**config.mk**
```make
export PLATFORM = sky130hd
export DESIGN_NAME = tx_engine
export DESIGN_NICKNAME = d
export VERILOG_FILES = /design/src/rtl/tx_engine.sv
export SDC_FILE = /design/constraint.sdc
export NUM_CORES = 1
export LEC_CHECK = 0
export ABC_AREA = 1
export BUFFER_PORTS_ARGS = -buffer_cell sky130_fd_sc_hd__buf_2
export CORE_AREA = 2 2 197 199
export DETAILED_ROUTE_END_ITERATION = 10
export DIE_AREA = 0 0 199 201
export RECOVER_POWER = 100
export SYNTH_ARGS = -nofsm -noshare
export SYNTH_HDL_FRONTEND = slang
export SYNTH_SLANG_ARGS = --single-unit
```
**constraint.sdc**
```tcl
create_clock -name aclk -period 4.4 [get_ports aclk]
set_clock_uncertainty 0.15 [all_clocks]
set_input_delay 0.66 -clock aclk [delete_from_list [all_inputs] [get_ports aclk]]
set_output_delay 0.66 -clock aclk [all_outputs]
set_load 0.005 [all_outputs]
```
**src/rtl/tx_engine.sv**
```systemverilog
// tx_engine: transmit descriptor engine.
// Takes local addresses of legacy TX descriptors on cmd_s. For each one it
// fetches the 16-byte descriptor over the AXI3 read port. It then asks iDMA
// to copy the host buffer into the current packet slot, and closes the frame
// on EOP by sending {length, slot address} on frm_m. When RS is set it writes
// DD back through the AXI3 write port. Every descriptor ends with a status
// beat on stat_m.
// Ports:
//   aclk, aresetn            clock, asynchronous active-low reset
//   cmd_s_*                  descriptor address in ([15:0])
//   stat_m_*                 status out {EOP, DD written, address}
//   ram_m_ar*/r*, aw*/w*/b*  AXI3 master to local descriptor RAM
//   dma_*                    host-to-local copy request
//   rpt_*                    copy completion
//   frm_m_*                  finished frame {length, slot start address}
//   frm_s_*                  slot-release tokens (one credit per beat)
module tx_engine #(
  parameter logic [15:0] BUF_BASE   = 16'h8000,
  parameter int unsigned SLOT_BYTES = 2048,
  parameter int unsigned NSLOT      = 8
) (
  input  logic        aclk,
  input  logic        aresetn,
  input  logic [31:0] cmd_s_tdata,
  input  logic        cmd_s_tvalid,
  input  logic        cmd_s_tlast,
  output logic        cmd_s_tready,
  output logic [31:0] stat_m_tdata,
  output logic        stat_m_tvalid,
  output logic        stat_m_tlast,
  input  logic        stat_m_tready,
  output logic [3:0]  ram_m_arid,
  output logic [15:0] ram_m_araddr,
  output logic [7:0]  ram_m_arlen,
  output logic [2:0]  ram_m_arsize,
  output logic [1:0]  ram_m_arburst,
  output logic        ram_m_arvalid,
  input  logic        ram_m_arready,
  input  logic [3:0]  ram_m_rid,
  input  logic [31:0] ram_m_rdata,
  input  logic [1:0]  ram_m_rresp,
  input  logic        ram_m_rlast,
  input  logic        ram_m_rvalid,
  output logic        ram_m_rready,
  output logic [3:0]  ram_m_awid,
  output logic [15:0] ram_m_awaddr,
  output logic [7:0]  ram_m_awlen,
  output logic [2:0]  ram_m_awsize,
  output logic [1:0]  ram_m_awburst,
  output logic        ram_m_awvalid,
  input  logic        ram_m_awready,
  output logic [3:0]  ram_m_wid,
  output logic [31:0] ram_m_wdata,
  output logic [3:0]  ram_m_wstrb,
  output logic        ram_m_wlast,
  output logic        ram_m_wvalid,
  input  logic        ram_m_wready,
  input  logic [3:0]  ram_m_bid,
  input  logic [1:0]  ram_m_bresp,
  input  logic        ram_m_bvalid,
  output logic        ram_m_bready,
  output logic [63:0] dma_src_addr,
  output logic [15:0] dma_dst_addr,
  output logic [15:0] dma_bytes,
  output logic        dma_valid,
  input  logic        dma_ready,
  input  logic [63:0] rpt_src_addr,
  input  logic [15:0] rpt_dst_addr,
  input  logic [15:0] rpt_bytes,
  input  logic        rpt_valid,
  output logic        rpt_ready,
  output logic [31:0] frm_m_tdata,
  output logic        frm_m_tvalid,
  output logic        frm_m_tlast,
  input  logic        frm_m_tready,
  input  logic [31:0] frm_s_tdata,
  input  logic        frm_s_tvalid,
  input  logic        frm_s_tlast,
  output logic        frm_s_tready
);

  localparam int unsigned SLOT_W = $clog2(NSLOT);
  localparam int unsigned CNT_W  = $clog2(NSLOT + 1);

  typedef enum logic [3:0] {
    IDLE, FETCH_A, FETCH_D, SLOT, DMA_REQ, DMA_WAIT, EOPCHK,
    FRAME, WB_CHK, WB_A, WB_D, WB_B, REPORT
  } state_t;

  state_t state, state_nx;

  logic [15:0]       desc_addr;
  logic [1:0]        beat;
  logic [31:0]       dw [4];
  logic [CNT_W-1:0]  free_cnt;
  logic [SLOT_W-1:0] slot_idx;
  logic [15:0]       slot_base;
  logic [15:0]       frm_len;
  logic              in_frame;

  logic              eop, rs;
  logic [63:0]       host_addr;
  logic [16:0]       room_c;
  logic [15:0]       cur_bytes_c;
  logic              go_c, claim_c, ret_c, frame_done_c;

  // Fixed AXI attributes and always-ready sinks.
  assign ram_m_arid    = 4'd0;
  assign ram_m_arlen   = 8'd3;
  assign ram_m_arsize  = 3'b010;
  assign ram_m_arburst = 2'b01;
  assign ram_m_rready  = 1'b1;
  assign ram_m_awid    = 4'd0;
  assign ram_m_awlen   = 8'd0;
  assign ram_m_awsize  = 3'b010;
  assign ram_m_awburst = 2'b01;
  assign ram_m_wid     = 4'd0;
  assign ram_m_wstrb   = 4'hF;
  assign ram_m_wlast   = 1'b1;
  assign ram_m_bready  = 1'b1;
  assign rpt_ready     = 1'b1;
  assign frm_s_tready  = 1'b1;
  assign stat_m_tlast  = 1'b1;
  assign frm_m_tlast   = 1'b1;

  // Descriptor fields and payloads taken straight from holding registers.
  assign eop          = dw[2][24];
  assign rs           = dw[2][27];
  assign host_addr    = {dw[1], dw[0]};
  assign ram_m_araddr = desc_addr;
  assign ram_m_awaddr = {desc_addr[15:4], 4'hC};
  assign ram_m_wdata  = {dw[3][31:1], 1'b1};
  assign dma_src_addr = host_addr;
  assign frm_m_tdata  = {frm_len, slot_base};
  assign stat_m_tdata = {14'd0, eop, rs, desc_addr};

  // Clip the copy to the space left in the slot; the excess is dropped.
  always_comb begin
    room_c       = 17'(SLOT_BYTES) - {1'b0, frm_len};
    cur_bytes_c  = ({1'b0, dw[2][15:0]} < room_c) ? dw[2][15:0] : room_c[15:0];
    go_c         = in_frame || (free_cnt != '0);
    claim_c      = (state == SLOT) && !in_frame && (free_cnt != '0);
    ret_c        = frm_s_tvalid;
    frame_done_c = (state == FRAME) && frm_m_tready;
  end

  // State register.
  always_ff @(posedge aclk or negedge aresetn) begin
    if (!aresetn) state <= IDLE;
    else          state <= state_nx;
  end

  // Next-state logic.
  always_comb begin
    state_nx = state;
    unique case (state)
      IDLE:     if (cmd_s_tvalid && cmd_s_tlast) state_nx = FETCH_A;
      FETCH_A:  if (ram_m_arready) state_nx = FETCH_D;
      FETCH_D:  if (ram_m_rvalid && ram_m_rlast) state_nx = SLOT;
      SLOT:     if (go_c) state_nx = (cur_bytes_c == '0 || host_addr == '0) ? EOPCHK : DMA_REQ;
      DMA_REQ:  if (dma_ready) state_nx = DMA_WAIT;
      DMA_WAIT: if (rpt_valid) state_nx = EOPCHK;
      EOPCHK:   state_nx = eop ? FRAME : WB_CHK;
      FRAME:    if (frm_m_tready) state_nx = WB_CHK;
      WB_CHK:   state_nx = rs ? WB_A : REPORT;
      WB_A:     if (ram_m_awready) state_nx = WB_D;
      WB_D:     if (ram_m_wready) state_nx = WB_B;
      WB_B:     if (ram_m_bvalid) state_nx = REPORT;
      REPORT:   if (stat_m_tready) state_nx = IDLE;
      default:  state_nx = IDLE;
    endcase
  end

  // Handshake strobes registered from the next state; datapath registers.
  always_ff @(posedge aclk or negedge aresetn) begin
    if (!aresetn) begin
      cmd_s_tready  <= 1'b1;
      ram_m_arvalid <= 1'b0;
      dma_valid     <= 1'b0;
      frm_m_tvalid  <= 1'b0;
      ram_m_awvalid <= 1'b0;
      ram_m_wvalid  <= 1'b0;
      stat_m_tvalid <= 1'b0;
      desc_addr     <= '0;
      beat          <= '0;
      dw            <= '{default: '0};
      dma_dst_addr  <= '0;
      dma_bytes     <= '0;
      free_cnt      <= CNT_W'(NSLOT);
      slot_idx      <= '0;
      slot_base     <= BUF_BASE;
      frm_len       <= '0;
      in_frame      <= 1'b0;
    end else begin
      cmd_s_tready  <= (state_nx == IDLE);
      ram_m_arvalid <= (state_nx == FETCH_A);
      dma_valid     <= (state_nx == DMA_REQ);
      frm_m_tvalid  <= (state_nx == FRAME);
      ram_m_awvalid <= (state_nx == WB_A);
      ram_m_wvalid  <= (state_nx == WB_D);
      stat_m_tvalid <= (state_nx == REPORT);

      if (state == IDLE && cmd_s_tvalid && cmd_s_tlast) begin
        desc_addr <= cmd_s_tdata[15:0];
        beat      <= '0;
      end
      if (state == FETCH_D && ram_m_rvalid) begin
        dw[beat] <= ram_m_rdata;
        beat     <= beat + 2'd1;
      end
      if (state == SLOT && go_c) begin
        dma_bytes    <= cur_bytes_c;
        dma_dst_addr <= slot_base + frm_len;
      end
      if (claim_c) in_frame <= 1'b1;

      // Claim and release in the same cycle cancel out.
      if (claim_c && !ret_c)
        free_cnt <= free_cnt - CNT_W'(1);
      else if (!claim_c && ret_c && free_cnt != CNT_W'(NSLOT))
        free_cnt <= free_cnt + CNT_W'(1);

      if (state == DMA_WAIT && rpt_valid) frm_len <= frm_len + dma_bytes;

      if (frame_done_c) begin
        frm_len  <= '0;
        in_frame <= 1'b0;
        slot_idx <= slot_idx + SLOT_W'(1);
        slot_base <= (slot_idx == SLOT_W'(NSLOT - 1)) ? BUF_BASE
                                                      : slot_base + 16'(SLOT_BYTES);
      end
    end
  end

  // Inputs carried for interface completeness only.
  logic unused_ok;
  assign unused_ok = ^{cmd_s_tdata[31:16], ram_m_rid, ram_m_rresp, ram_m_bid, ram_m_bresp,
                       rpt_src_addr, rpt_dst_addr, rpt_bytes, frm_s_tdata, frm_s_tlast,
                       dw[2], dw[3]};

endmodule
```
==> metrics <==
CTS tree=yes; Max Fclk=248.1 MHz; Critical R2R Capture=cmd_s_tready; Critical R2R Launch=frm_len[0]; fin crit period=about 4000 ps; final hold vios=0; Die Height=about 200 um; Worst Hold Class=in -> reg; Die X=roughly 200 um; ys flop type=dfrtp_1; Antenna Nets Post-Route=0; status=finished with violations; vias in the first global route=about 8500; post-CTS setup buffers=0; Multi-input gate area=~4300 sq um; Via density=around 4.4; number of remaining DRC errors=0; post_cts resized=0; Cells on Worst Hold Path=2; Post-Syn Area per Cell=approximately 8.6 sq um; I/O Buffers=about 260; clock latency at the later pin of the worst-skew pair=~540 ps; post-synthesis cell area=~11000 sq um; hold path endpoint=ram_m_araddr[7]; CTS clk-pin slew, worst paths=60 ps; Finished Cell Area=between 10000 and 15000 sq um; Final Routed Wirelength=roughly 31000 um; pin count of the biggest net entering global routing=about 110; core area=between 30000 and 40000 sq um; max-capacitance violation count=4; Site Rows=between 70 and 80; TNS Setup=0 ps; DRT iter0 DRCs=340; WP data required=4710 ps; DR WL/cell=~16 um; area delta synth->final=11.64%; DR vias=8691; initial core utilization=29.42%; sequential cell area=5084 sq um; Die Area=40000 sq um; Root Buffer=clkbuf_16; crit path kind=reg -> reg; IO Count=500; commonest cells after routing, fill and taps aside=265 x nand2_1, 200 x dfrtp_1, 156 x o21ai_0, 147 x buf_2, 122 x clkbuf_1; R2R depth=25; CP arrival=roughly 4300 ps; critical-path maximum fanout=16; dpl cell area=approximately 12000 sq um; maximum vdd drop=~0.32 mV; max-slew violation count=~300; Hold-fix buffers, CTS=0; max_slew headroom=-95.08%; antenna violations before repair=3; post-route clock period utilization=between 90% and 100%; failing checks=capacitance limit, slew limit; cts bufs inserted=25; pre-CTS WS=approximately 480 ps; startpoint types=flop; leakage power=between 6 and 7 nW; global-route wire length before repair=47820 um; GPL Wtd Cong=0.8767; share of cells above drive strength 1=15.06%; CTS Buffer Depth=3; Seq cells post-synth=203; Overflow after GRT=0; Final Total Pwr=around 9.3 mW; EDFF count, synth=0; H-tree depth=1; PD cells=742.5 nW/um^2; Cells after Synth=between 1000 and 1500; # fillers=about 4100; commonest non-fill, non-tap cell in the layout=nand2_1; endpoints failing setup=0; Synth async-reset ratio=100.0%; Final Worst Setup Slack=369.4 ps; reg2reg setup slack=370 ps; RSZ-0062 raised after global routing=no; Setup crit end kind=flop; worst-margin pin slew=~2900 ps; synth unique cells=just over 40; first-pass detailed-route iteration total=5; sequential share of the synthesized area=45.34%; hold_sp=cmd_s_tdata[7]; NumNets Final=~1700; CTS sink count=203; Total GRT Usage=15.25%; YS warnings=0; detailed placer's ending HPWL=approximately 23000 um
[sequential cells by signal (all words and copies together) (netlist names), 2 cells and up]
name,cells
slot_base,5
ram_m_araddr,16
stat_m_tdata,2
frm_len,16
beat,2
slot_idx,3
dma_src_addr,64
dw,16
dma_bytes,16
ram_m_wdata,31
state,4
free_cnt,4
dma_dst_addr,16
[synth_stat cells, types with 5 or more instances]
library cell,number,share of area [%]
a21oi_1,32,1.4
a31oi_1,14,0.78
buf_4,205,14
clkbuf_1,31,1.0
dfrtp_1,200,45
ha_1,44,4.9
inv_1,120,4.0
mux2_2,16,1.6
nand2_1,264,8.8
nand2_2,5,0.28
nand3_1,43,1.9
nand4_1,9,0.50
nor2_1,66,2.2
nor3_1,8,0.36
nor4_1,21,1.2
o21ai_0,156,7.0
o21bai_1,5,0.33
o22ai_1,7,0.39
xnor2_1,5,0.39
xor2_1,16,1.2
[power breakdown]
group          internal (mW)  switching [mW]  total [mW]
Sequential              2.68           0.741        3.42
Clock                   1.25           0.829        2.08
Combinational           1.54            2.26        3.79
[layout make-up]
type | count | area share [%]
Antenna cell | 2 | 0.03998
Clock buffer | 32 | 5.368
Clock inverter | 12 | 1.150
Inverter | 123 | 3.689
Multi-Input combinational cell | 818 | 34.19
Sequential cell | 203 | 40.61
Tap cell | 518 | 5.178
Timing Repair Buffer | 273 | 9.776
[kinds of logic (layout without fill, tap and decap cells)]
kind of cell	count (synthesis)	after routing	synth area share, %
AOI/OAI and AO/OA	231	231	11.19
xor gates and xnor gates	21	21	1.640
buffers and inverters	361	440	19.03
and+or+nand+nor	425	425	15.86
DFF	203	203	45.34
muxes	16	16	1.607
other	2	81	0.06698
adders and majority gates	46	46	5.267
[worst max path at each step]
stage / from / endpoint / slack, ps / depth (start not counted)
after global placement: frm_len[0] / dma_valid / 510 / 26
after global routing: frm_len[0] / dma_valid / 40 / 26
final: frm_len[0] / cmd_s_tready / 370 / 25
after floorplan: frm_len[1] / dma_valid / 1090 / 26
after CTS: frm_len[0] / dma_valid / 460 / 26
after detailed placement: frm_len[0] / dma_valid / 480 / 26
[worst max-delay path, cell delays in order, from the launching register on]
cell	delay, ps
dfrtp_1	440
inv_1	200
ha_1	230
nand2_1	100
nor2_1	140
nand2_2	110
nor2_2	110
nand2_2	90
nand2_1	110
nand2_1	70
xor2_1	190
ha_1	280
a21oi_1	150
o21bai_1	80
a21oi_1	140
nand2_1	120
buf_4	210
a21boi_0	280
nor2_1	90
nand2_1	70
nor2_1	40
nand2_1	80
nand2_1	60
nand2_2	90
nand3_1	120
nor2_1	200
[metal layers]
layer / vias up / wire length (um) / track usage, %
met5: - / 0 / 0
met4: 0 / 427 / 2.399
met3: 35 / 2249 / 4.167
met2: 274 / 13930 / 24.31
met1: 4129 / 14120 / 20.98
li1: 4253 / - / -
[through the flow]
stage	util, %	hold WS [ps]	cells
after global routing	32.83	168.4	1979
after CTS	33.33	81.61	1979
after global placement	31.19	310.8	1935
after detailed placement	31.19	318.3	1935
after floorplan	-	214.4	1382
final	32.85	202.3	1981
No activity file was read; power rests on OpenSTA's default activity.
